[src/rtl/psum_collector_if.sv]
// rtl/psum_collector_if.sv - psum input and writeback stream bundle for psum_collector
// The collector uses the slave modport. The driver of the psum chain and the writeback path uses master.
interface psum_collector_if #(
  parameter int PSUM_WIDTH = 32
);
  logic [PSUM_WIDTH-1:0] psum_i;
  logic                  psum_en_i;
  logic [PSUM_WIDTH-1:0] out_data_o;
  logic                  out_last_o;
  logic                  out_valid_o;
  logic                  out_ready_i;

  modport slave (
    input  psum_i, psum_en_i, out_ready_i,
    output out_data_o, out_last_o, out_valid_o
  );

  modport master (
    output psum_i, psum_en_i, out_ready_i,
    input  out_data_o, out_last_o, out_valid_o
  );
endinterface

[src/rtl/psum_collector.sv]
// rtl/psum_collector.sv - PE column psum drain FIFO with tile-last tagging and valid/ready output
// Optional PSUM_COLLECT_RELU_EN clamps negative psums to zero at write time.
module psum_collector #(
  parameter int PSUM_WIDTH = 32,
  parameter int DEPTH      = 8,
  parameter int TILE_LEN   = 16
) (
  input  logic                   clk,
  input  logic                   rst,
  psum_collector_if.slave        bus,
  input  logic                   clear_i,
  output logic [$clog2(DEPTH):0] count_o,
  output logic                   full_o,
  output logic                   overflow_o
);
  localparam int AW = $clog2(DEPTH);
  localparam int CW = AW + 1;
  localparam int TW = (TILE_LEN > 1) ? $clog2(TILE_LEN) : 1;

  logic [AW-1:0]         wr_ptr_q, wr_ptr_d;
  logic [AW-1:0]         rd_ptr_q, rd_ptr_d;
  logic [CW-1:0]         count_q, count_d;
  logic [TW-1:0]         tile_q, tile_d;
  logic                  overflow_q, overflow_d;
  logic [PSUM_WIDTH:0]   mem_q [DEPTH];
  logic [PSUM_WIDTH:0]   wr_entry_d;
  logic [PSUM_WIDTH:0]   head;
  logic [PSUM_WIDTH-1:0] wr_data;
  logic                  not_empty, full, pop, push_req, wr_en, tile_last;

  always_comb begin
`ifdef PSUM_COLLECT_RELU_EN
    wr_data = bus.psum_i[PSUM_WIDTH-1] ? '0 : bus.psum_i;
`else
    wr_data = bus.psum_i;
`endif
  end

  always_comb begin
    not_empty  = (count_q != '0);
    full       = (count_q == CW'(DEPTH));
    pop        = not_empty && bus.out_ready_i;
    push_req   = bus.psum_en_i && !clear_i;
    // A slot freed by a same-cycle pop makes room even when full.
    wr_en      = push_req && (!full || pop);
    tile_last  = (tile_q == TW'(TILE_LEN - 1));
    wr_entry_d = {tile_last, wr_data};

    wr_ptr_d   = wr_ptr_q;
    rd_ptr_d   = rd_ptr_q;
    count_d    = count_q;
    tile_d     = tile_q;
    overflow_d = overflow_q;

    if (clear_i) begin
      wr_ptr_d   = '0;
      rd_ptr_d   = '0;
      count_d    = '0;
      tile_d     = '0;
      overflow_d = 1'b0;
    end else begin
      if (wr_en) wr_ptr_d = wr_ptr_q + AW'(1);
      if (pop)   rd_ptr_d = rd_ptr_q + AW'(1);
      if (wr_en && !pop)      count_d = count_q + CW'(1);
      else if (pop && !wr_en) count_d = count_q - CW'(1);
      // Dropped psums still advance the tile position so later tiles stay aligned.
      if (push_req) tile_d = tile_last ? '0 : tile_q + TW'(1);
      if (push_req && !wr_en) overflow_d = 1'b1;
    end
  end

  always_ff @(posedge clk or posedge rst) begin
    if (rst) begin
      wr_ptr_q   <= '0;
      rd_ptr_q   <= '0;
      count_q    <= '0;
      tile_q     <= '0;
      overflow_q <= 1'b0;
    end else begin
      wr_ptr_q   <= wr_ptr_d;
      rd_ptr_q   <= rd_ptr_d;
      count_q    <= count_d;
      tile_q     <= tile_d;
      overflow_q <= overflow_d;
    end
  end

  always_ff @(posedge clk) begin
    if (wr_en) mem_q[wr_ptr_q] <= wr_entry_d;
  end

  always_comb begin
    head            = mem_q[rd_ptr_q];
    bus.out_valid_o = not_empty;
    bus.out_data_o  = not_empty ? head[PSUM_WIDTH-1:0] : '0;
    bus.out_last_o  = not_empty && head[PSUM_WIDTH];
    count_o         = count_q;
    full_o          = full;
    overflow_o      = overflow_q;
  end
endmodule

[src/flat_wrapper.sv]
// flat-port wrapper written by rule: the top's interface ports become plain ports
module psum_collector_flat 
#(
  parameter int PSUM_WIDTH = 32,
  parameter int DEPTH      = 8,
  parameter int TILE_LEN   = 16
)
  (clk, rst, clear_i, count_o, full_o, overflow_o, bus_psum_i, bus_psum_en_i, bus_out_ready_i, bus_out_data_o, bus_out_last_o, bus_out_valid_o);
  psum_collector_if #(.PSUM_WIDTH(PSUM_WIDTH)) bus_i ();
  input  logic clk;
  input  logic rst;
  input  logic clear_i;
  output logic [$clog2(DEPTH):0] count_o;
  output logic full_o;
  output logic overflow_o;
  input wire logic [$bits(bus_i.psum_i)-1:0] bus_psum_i;
  input wire logic [$bits(bus_i.psum_en_i)-1:0] bus_psum_en_i;
  input wire logic [$bits(bus_i.out_ready_i)-1:0] bus_out_ready_i;
  output wire logic [$bits(bus_i.out_data_o)-1:0] bus_out_data_o;
  output wire logic [$bits(bus_i.out_last_o)-1:0] bus_out_last_o;
  output wire logic [$bits(bus_i.out_valid_o)-1:0] bus_out_valid_o;
  assign bus_i.psum_i = bus_psum_i;
  assign bus_i.psum_en_i = bus_psum_en_i;
  assign bus_i.out_ready_i = bus_out_ready_i;
  assign bus_out_data_o = bus_i.out_data_o;
  assign bus_out_last_o = bus_i.out_last_o;
  assign bus_out_valid_o = bus_i.out_valid_o;
  psum_collector #(.PSUM_WIDTH(PSUM_WIDTH), .DEPTH(DEPTH), .TILE_LEN(TILE_LEN)) u_core (.clk(clk), .rst(rst), .bus(bus_i), .clear_i(clear_i), .count_o(count_o), .full_o(full_o), .overflow_o(overflow_o));
endmodule
[config.mk]
export PLATFORM = sky130hd
export DESIGN_NAME = psum_collector_flat
export DESIGN_NICKNAME = d
export VERILOG_FILES = /design/src/rtl/psum_collector_if.sv /design/src/rtl/psum_collector.sv /design/src/flat_wrapper.sv
export SDC_FILE = /design/constraint.sdc
export NUM_CORES = 1
export LEC_CHECK = 0
export CAP_MARGIN = 20
export CORE_UTILIZATION = 33
export DETAILED_ROUTE_END_ITERATION = 8
export RECOVER_POWER = 100
export SETUP_SLACK_MARGIN = 0.2
export SLEW_MARGIN = 15
export SYNTH_ARGS = -nofsm -noshare
export SYNTH_HDL_FRONTEND = slang
export SYNTH_SLANG_ARGS = --single-unit
export TNS_END_PERCENT = 1
[constraint.sdc]
create_clock -name clk -period 8.3 [get_ports clk]
set_clock_uncertainty 0.15 [all_clocks]
set_input_delay 0.83 -clock clk [delete_from_list [all_inputs] [get_ports clk]]
set_output_delay 0.83 -clock clk [all_outputs]
set_load 0.05 [all_outputs]
Yosys cells after proc, flatten, opt, wreduce, memory -nomap -nowiden
Memories as Yosys holds them, arrays and structs flattened.
Index checks and enable logic that the tools add are counted.
{ "classes": {"add_sub_neg": 5, "mul": 0, "n_div": 0, "magnitude_cmp": 0, "eq_ne": 2, "n_shift": 0, "mux": 15, "bitwise_logic": 0, "n_reduce_logical": 18} }
{ "ops": {"columns": ["op", "n"], "rows": [
  ["two-way mux 32 bit", 1],
  ["two-way mux 4 bit", 6],
  ["two-way mux 3 bit", 4],
  ["adder 4 x 1 -> 4 bit (second input constant)", 2],
  ["== test 4 bit (second input constant)", 2],
  ["nonzero test 2 bit", 4],
  ["logical AND 1 bit", 7],
  ["adder 3 x 1 -> 3 bit (second input constant)", 2],
  ["zero test 1 bit", 4],
  ["two-way mux 1 bit", 4],
  ["nonzero test 4 bit", 1],
  ["subtractor 4 x 1 -> 4 bit (second input constant)", 1],
  ["nonzero test 3 bit", 1],
  ["logical OR 1 bit", 1]
]} }
{ "totals": {"regBits": 15, "latch_bits": 0, "ram_bits": 264, "rom_bits": 0, "output_inout_bits": 40, "word_cells": 46, "memories": 1} }
{ "mem_list": {"columns": ["name", "depth", "width", "read_ports", "rd_ports_with_merged_regs", "wr", "line_no", "source"], "rows": [
  ["u_core.mem_q", 8, 33, 1, 0, 1, "psum_collector.sv:25", "logic [PSUM_WIDTH:0] mem_q [DEPTH];"]
]} }

Depth between registers and ports, before layout
Gate-level depths: netlist of run 1.
{ "logic_depth": {"depth_word": 9, "depth_mapped": 10} }

Least setup slack after synthesis of run 1
Ideal clock, no wire load.
{ "synth_path": {"kind": "input to register", "startpoint": "in bus_psum_en_i", "endpoint": "mem u_core.mem_q[0][0] (netlist name) (enable)", "setup_time_ps": 506, "arrival_ps": 4594, "required_ps": 7644, "path_slack_ps": 3050, "cell_stages": 5, "path_buffers": 1, "cell_sequence": "clkbuf_1 inv_2 nor2_1 nand2b_1 nor4_1"} }
{ "synth_between": {"elab_chain_cells": 4} }
{ "synth_rtl": {"columns": ["item", "line_no", "source"], "rows": [
  ["start: declaration", "flat_wrapper.sv:17", "input wire logic [$bits(bus_i.psum_en_i)-1:0] bus_psum_en_i;"],
  ["logical AND 1 bit", "psum_collector.sv:43", "push_req = bus.psum_en_i && !clear_i;"],
  ["logical AND 1 bit", "psum_collector.sv:45", "wr_en = push_req && (!full || pop);"],
  ["two-way mux 1 bit", "psum_collector.sv:89", "if (wr_en) mem_q[wr_ptr_q] <= wr_entry_d;"],
  ["two-way mux 1 bit (not written as such)", "psum_collector.sv:89", null],
  ["end: declaration", "psum_collector.sv:25", null]
]} }
No other way between the ends.

Worst setup path after layout of run 1
{ "layout_path": {"startpoint": "reg u_core.count_q[0] (netlist: u_core.count_o[0])", "endpoint": "out bus_out_data_o[30]"} }
{ "layout_between": {"elab_chain_cells": 2} }
{ "layout_rtl": {"columns": ["item", "line_no", "source"], "rows": [
  ["start: declaration", "psum_collector.sv:22", "logic [CW-1:0] count_q, count_d;"],
  ["start signal: assignment", "psum_collector.sv:82", "count_q <= count_d;"],
  ["nonzero test 4 bit", "psum_collector.sv:40", "not_empty = (count_q != '0);"],
  ["two-way mux 32 bit", "psum_collector.sv:95", "bus.out_data_o = not_empty ? head[PSUM_WIDTH-1:0] : '0;"],
  ["end: declaration", "flat_wrapper.sv:19", "output wire logic [$bits(bus_i.out_data_o)-1:0] bus_out_data_o;"]
]} }
No other way between the ends.

==> qor.yml, run 1 <==
power_and_ir_drop:
  p_leak_nw: 4.12
  power.switching_mw: 1.36
  pwr-share-comb: 0.294
  power.share.switching: 0.330
  peakVddDrop_mv: 0.155
  p_clk_frac: 0.297
  power_frac_seq: 0.409
  p_int_mw: 2.76
  power.density_nw_per_um2: 313
logic_synthesis:
  synth.top_cell.area_share: 0.716
  yosys_warnings: 0
  synth.distinct_cells: 42
  netlist_instances: 544
  syn-num-nets: 587
  synth_area_per_cell_um2: 20.4
  ys_top_cells_by_area: "edfxtp_1 72%, mux4_2 13%, dfrtp_1 3.4%"
  synth.ff_latch_count: 279
  synth.yosys.seq_area_share: 0.750
  synth_top_cell_by_area: "edfxtp_1"
  syn_area_um2: 11100
sta:
  finalHoldViolCount: 0
  setup_viol: 0
  rsz0062_at_grt: "false"
  fmax_mhz: 159
  slew_headroom: -1.21
  period_needed_ns: 6.28
  timing.final.crit_share: 0.756
  hold_slack_ns: 0.363
  finalMaxSlewViolations: 307
  tightestPinTransition_ns: 3.30
  setup-tns-final_ns: 0
clock_network:
  cts_tree: "yes"
  insertion_delay_ns: 0.53
  clk_pin_slew_ns: 0.06
  cts_resized: 0
  post_cts.repair.setup_buffers: 0
  cts-buffers-inserted: 28
  clockRootBuffer: "clkbuf_16"
  cts_hold_buf: 0
  cts.sinks: 279
  clk_path_buf_depth: 3
  cts.htree.levels: 1
grt:
  gr-usage-all-layers: 0.134
  overflow: 0
  grt_pass1_vias: 5912
  grt_first_pass_wirelength_um: 34500
  grt_max_degree: 69
  antenna_found_initial: 4
run:
  drv_cap: 9
detailed_routing:
  dr.first_iter.drc_count: 406
  drc_errors: 0
  avgRoutedWirePerCell_um: 20.5
  viasPerCell: 4.94
  vias: 5400
  drt_wl_total_um: 22500
  first_pass_iters: 4
  antenna_left: 0
critical_path:
  reg2reg_to: "u_core.rd_ptr_q[2]"
  critPathSlowestCell: "nor2_1"
  crit_path_max_fanout: 34
  crit_required_ns: 7.32
  cp_slowest_stage_delay_ns: 2.44
  critical_path_class: "flop to output port"
  critPathArrivalTime_ns: 5.30
  rr_worst_depth: 6
  rr_startpoint: "u_core.count_o[0]"
  critical-path-top-delay-family: "simple AND/OR/NAND/NOR gates"
  path_depth: 4
  path_buf_inv: 1
  crit_chain: "or3_1, nor2_1, nor2_1, dlygate4sd3_1"
  end_kind: "output port"
  r2r_slack_ns: 3.86
  start_kind: "flop"
  crit_top_cell: "nor2_1"
cells_and_area:
  post-route-cell-area_um2: 13200
  syn2layout_area_growth_pct: 18.8
  layout_commonest_cell: "edfxtp_1"
  drive_gt1_frac: 0.181
  mostFrequentLayoutCells: "264 x edfxtp_1, 75 x dlygate4sd3_1, 66 x mux4_2, 52 x nor2_1, 35 x mux2i_1"
  finalNetCount: 672
placed_design:
  place_congestion: 0.668
  place_hpwl_um: 12300
  place_area_um2: 12300
  io_buffers: 76
floorplan:
  row_count: 66
  fp.dieArea_um2: 34300
  initial_core_util: 0.338
  coreArea_um2: 32800
  fp.dieW_um: 185
  fp.dieH_um: 185
  boundaryPins: 77
min_path:
  min_from: "u_core.overflow_o"
  hold_depth: 2
  hp-class: "flop to flop"
  worstHoldEndpoint: "u_core.overflow_o"
status:
  status: "finished with violations"
  violations: "capacitance limit, slew limit"
## stage by stage
| step | total power, mW | utilization | instances | setup WS [ns] |
|---|---|---|---|---|
| 2_1_floorplan | 2.63 | - | 544 | 3.05 |
| 3_3_place_gp | 2.99 | 0.376 | 1041 | 4.03 |
| 3_5_place_dp | 3.01 | 0.376 | 1041 | 3.97 |
| 4_1_cts | 4.25 | 0.404 | 1093 | 3.38 |
| 5_1_grt | 4.30 | 0.401 | 1093 | 1.63 |
| 6_report | 4.12 | 0.401 | 1094 | 2.02 |
## final cells by class
class / count / area, um2
sequential: 279 / 8310
multi-input combinational: 226 / 2550
timing repair buffer: 86 / 806
inverter: 8 / 30.0
tap: 442 / 553
antenna: 1 / 2.50
clock inverter: 13 / 121
fill: 2934 / 19600
clock buffer: 39 / 783
## how the worst max path moves through the flow
stage,start,end,slack [ns]
4_1_cts,u_core.rd_ptr_q[0],bus_out_data_o[31],3.38
3_5_place_dp,u_core.rd_ptr_q[0],bus_out_data_o[31],3.97
3_3_place_gp,u_core.rd_ptr_q[0],bus_out_data_o[7],4.03
6_report,u_core.count_o[0],bus_out_data_o[30],2.02
5_1_grt,u_core.count_o[0],bus_out_data_o[30],1.63
2_1_floorplan,bus_psum_en_i,u_core.mem_q[0][0],3.05
## tightest hold or removal path: cells and delay by family, from the launching register on
family          cells  cell delay [ns]
compound gates      1             0.05
simple gates        1             0.08
flops               1             0.34
## state kept, by name, indices dropped and copies added (netlist names)
register	flops
u_core.wr_ptr_q	3
u_core.overflow_o	1
u_core.tile_q	4
u_core.mem_q	264
u_core.rd_ptr_q	3
u_core.count_o	4
## layer usage
| metal | vias up | share of wire | track usage |
|---|---|---|---|
| met5 | - | 0.0012 | 0 |
| met4 | 4 | 0.020 | 0.0344 |
| met3 | 39 | 0.049 | 0.0250 |
| met2 | 135 | 0.49 | 0.227 |
| met1 | 2850 | 0.44 | 0.178 |
| li1 | 2372 | - | - |
## synth_stat cells
master and n:
edfxtp_1 264, mux4_2 66, nor2_1 55, mux2i_1 35, buf_2 17, dfrtp_1 15
nand2_1 11, clkbuf_1 7, buf_6 6, inv_1 6, a21oi_1 5, ha_1 5
nand3_1 5, xor2_1 5, nor3_1 4, xnor2_1 4, nor4_1 3, a31oi_1 2
inv_2 2, nand2b_1 2, o211ai_1 2, o21ai_0 2, or3_1 2, a211oi_1 1
a211oi_2 1, a21oi_2 1, a32o_1 1, a41oi_1 1, and3_1 1, buf_4 1
fa_1 1, mux2_1 1, nand2_2 1, nand3_2 1, nand3b_1 1, nor2_8 1
nor2b_1 1, o211ai_2 1, o21a_1 1, o21ai_1 1, o311a_1 1, o311ai_0 1
## power groups by stage
stage          logic, mW  clock network [mW]  registers, mW
2_1_floorplan      0.970                   0           1.66
3_3_place_gp        1.28                   0           1.71
3_5_place_dp        1.29                   0           1.72
4_1_cts             1.30                1.26           1.69
5_1_grt             1.30                1.31           1.70
6_report            1.21                1.22           1.69
## kinds of logic (layout without fill, tap and decap cells)
family	after synthesis	count (layout)	synth area share
AO/OA/AOI/OAI	21	21	0.0139
flip-flops	279	279	0.750
multiplexers	102	102	0.167
other	0	1	0
adder cells (fa/ha/maj)	6	6	0.00746
XOR/XNOR	9	9	0.00712
buffers and inverters	39	146	0.0195
AND/OR/NAND/NOR	88	88	0.0355
(Power assumes the default switching activity.)
==> run 2, diff against run 1 <==
clock period = 5.6 ns   (was 8.3 ns; I/O delays follow)
==> run 2 against run 1 <==
- the run still ends with capacitance limit, slew limit left
- clock power up 66%
- sequential power grew 49%
- die area is the same
- power is 53% higher
- sequential cell count unchanged
- final cell count is 0.27% higher
- critical path depth increased by 2
- highest routed layer unchanged
==> qor.yml, run 2 (synthesized netlist as in run 1, its figures left out) <==
power_and_ir_drop:
  peakVddDrop_mv: 0.304
  power_mw: 6.32
  power.density_nw_per_um2: 476
  p_leak_nw: 4.20
grt:
  grt_pass1_vias: 5749
  grt_first_pass_wirelength_um: 33500
  overflow: 0
  grt_max_degree: 69
  antenna_found_initial: 4
  gr-usage-all-layers: 0.131
critical_path:
  crit_required_ns: 5.57
  crit_path_max_fanout: 21
  end_kind: "flop"
  critical_path_class: "primary input to flop"
  start_kind: "primary input"
  critPathArrivalTime_ns: 4.61
sta:
  period_needed_ns: 4.64
  finalHoldViolCount: 0
  fmax_mhz: 216
  tightestPinTransition_ns: 2.62
  setup_viol: 0
  hold_slack_ns: 0.381
  rsz0062_at_grt: "false"
  timing.final.crit_share: 0.829
  finalMaxSlewViolations: 185
  setup-tns-final_ns: 0
  slew_headroom: -0.754
clock_network:
  clk_path_buf_depth: 3
  clk_pin_slew_ns: 0.06
  post_cts.repair.setup_buffers: 0
  cts_resized: 0
  cts-buffers-inserted: 29
  clockRootBuffer: "clkbuf_16"
  cts.sinks: 279
  insertion_delay_ns: 0.53
  cts.htree.levels: 1
  cts_hold_buf: 0
  cts_tree: "yes"
status:
  violations: "capacitance limit, slew limit"
  status: "finished with violations"
floorplan:
  initial_core_util: 0.338
  fp.dieArea_um2: 34300
  boundaryPins: 77
  row_count: 66
  fp.dieW_um: 185
  coreArea_um2: 32800
  fp.dieH_um: 185
detailed_routing:
  drt_wl_total_um: 22000
  avgRoutedWirePerCell_um: 20.0
  dr.first_iter.drc_count: 435
  drc_errors: 0
  antenna_left: 0
  viasPerCell: 4.82
  vias: 5286
  first_pass_iters: 4
cells_and_area:
  drive_gt1_frac: 0.190
  finish.utilization: 0.405
  mostFrequentLayoutCells: "264 x edfxtp_1, 73 x dlygate4sd3_1, 66 x mux4_2, 55 x nor2_1, 35 x mux2i_1"
  syn2layout_area_growth_pct: 20.0
  fin_cells: 1097
  seq_area_um2: 8310
  layout_commonest_cell: "edfxtp_1"
  largest_register: "u_core.mem_q"
  multi_input_area_um2: 2540
  largest_register_ffs: 264
  num-fill-cells: 2910
  finalNetCount: 674
placed_design:
  dp.cells: 1042
  io_buffers: 76
  place_hpwl_um: 13000
  place_congestion: 0.712
run:
  drv_cap: 8
min_path:
  hp-class: "primary input to async pin"
run 2: metrics by stage:
step / setup WS (ns) / area [um2]
finish: 0.960 / 13300
floorplan: 0.620 / 11100
global placement: 1.94 / 12400
detailed placement: 1.84 / 12400
CTS: 1.35 / 13400
global route: 0.660 / 13300
run 2: power by group:
group	leakage, nW	total, mW	internal (mW)	switching (mW)
clock network	0.496	2.02	1.24	0.773
logic	1.13	1.79	0.679	1.11
registers	2.58	2.51	2.35	0.162
total	4.20	6.32	4.27	2.05
run 2: path summary, 6_finish.rpt:
kind | start | to | cells past startpoint | slack [ns]
min in group clk | u_core.overflow_o | u_core.overflow_o | 2 | 0.39
max in group asynchronous | rst | u_core.rd_ptr_q[1] | 2 | 4.46
max | bus_psum_en_i | u_core.mem_q[6][7] | 6 | 0.96
min | rst | u_core.count_o[1] | 2 | 0.38
min reg2reg | u_core.overflow_o | u_core.overflow_o | 2 | 0.39
max reg2reg | u_core.count_o[3] | u_core.mem_q[6][7] | 5 | 1.56
run 2: worst max-delay path, stage by stage:
cell and delay (ns):
dlygate4sd3_1 0.96, inv_1 0.22, nor2_1 0.27, nand2_1 0.17, nor2_1 1.17, clkbuf_1 1.25
run 2: area by class of cell:
class / instances / share of cell area
clock buffers: 33 / 0.0565
multi-input cells: 226 / 0.191
diodes: 2 / 0.000377
inverters: 8 / 0.00226
well taps: 442 / 0.0416
flip-flops and latches: 279 / 0.625
clock inverters: 20 / 0.0200
repair buffers: 87 / 0.0627
run 2: per-layer routing:
| metal | vias up | wire, um | track usage |
|---|---|---|---|
| met2 | 133 | 10800 | 0.220 |
| li1 | 2373 | - | - |
| met1 | 2745 | 9500 | 0.173 |
| met5 | - | 11 | 0 |
| met3 | 33 | 1230 | 0.0277 |
| met4 | 2 | 388 | 0.0291 |
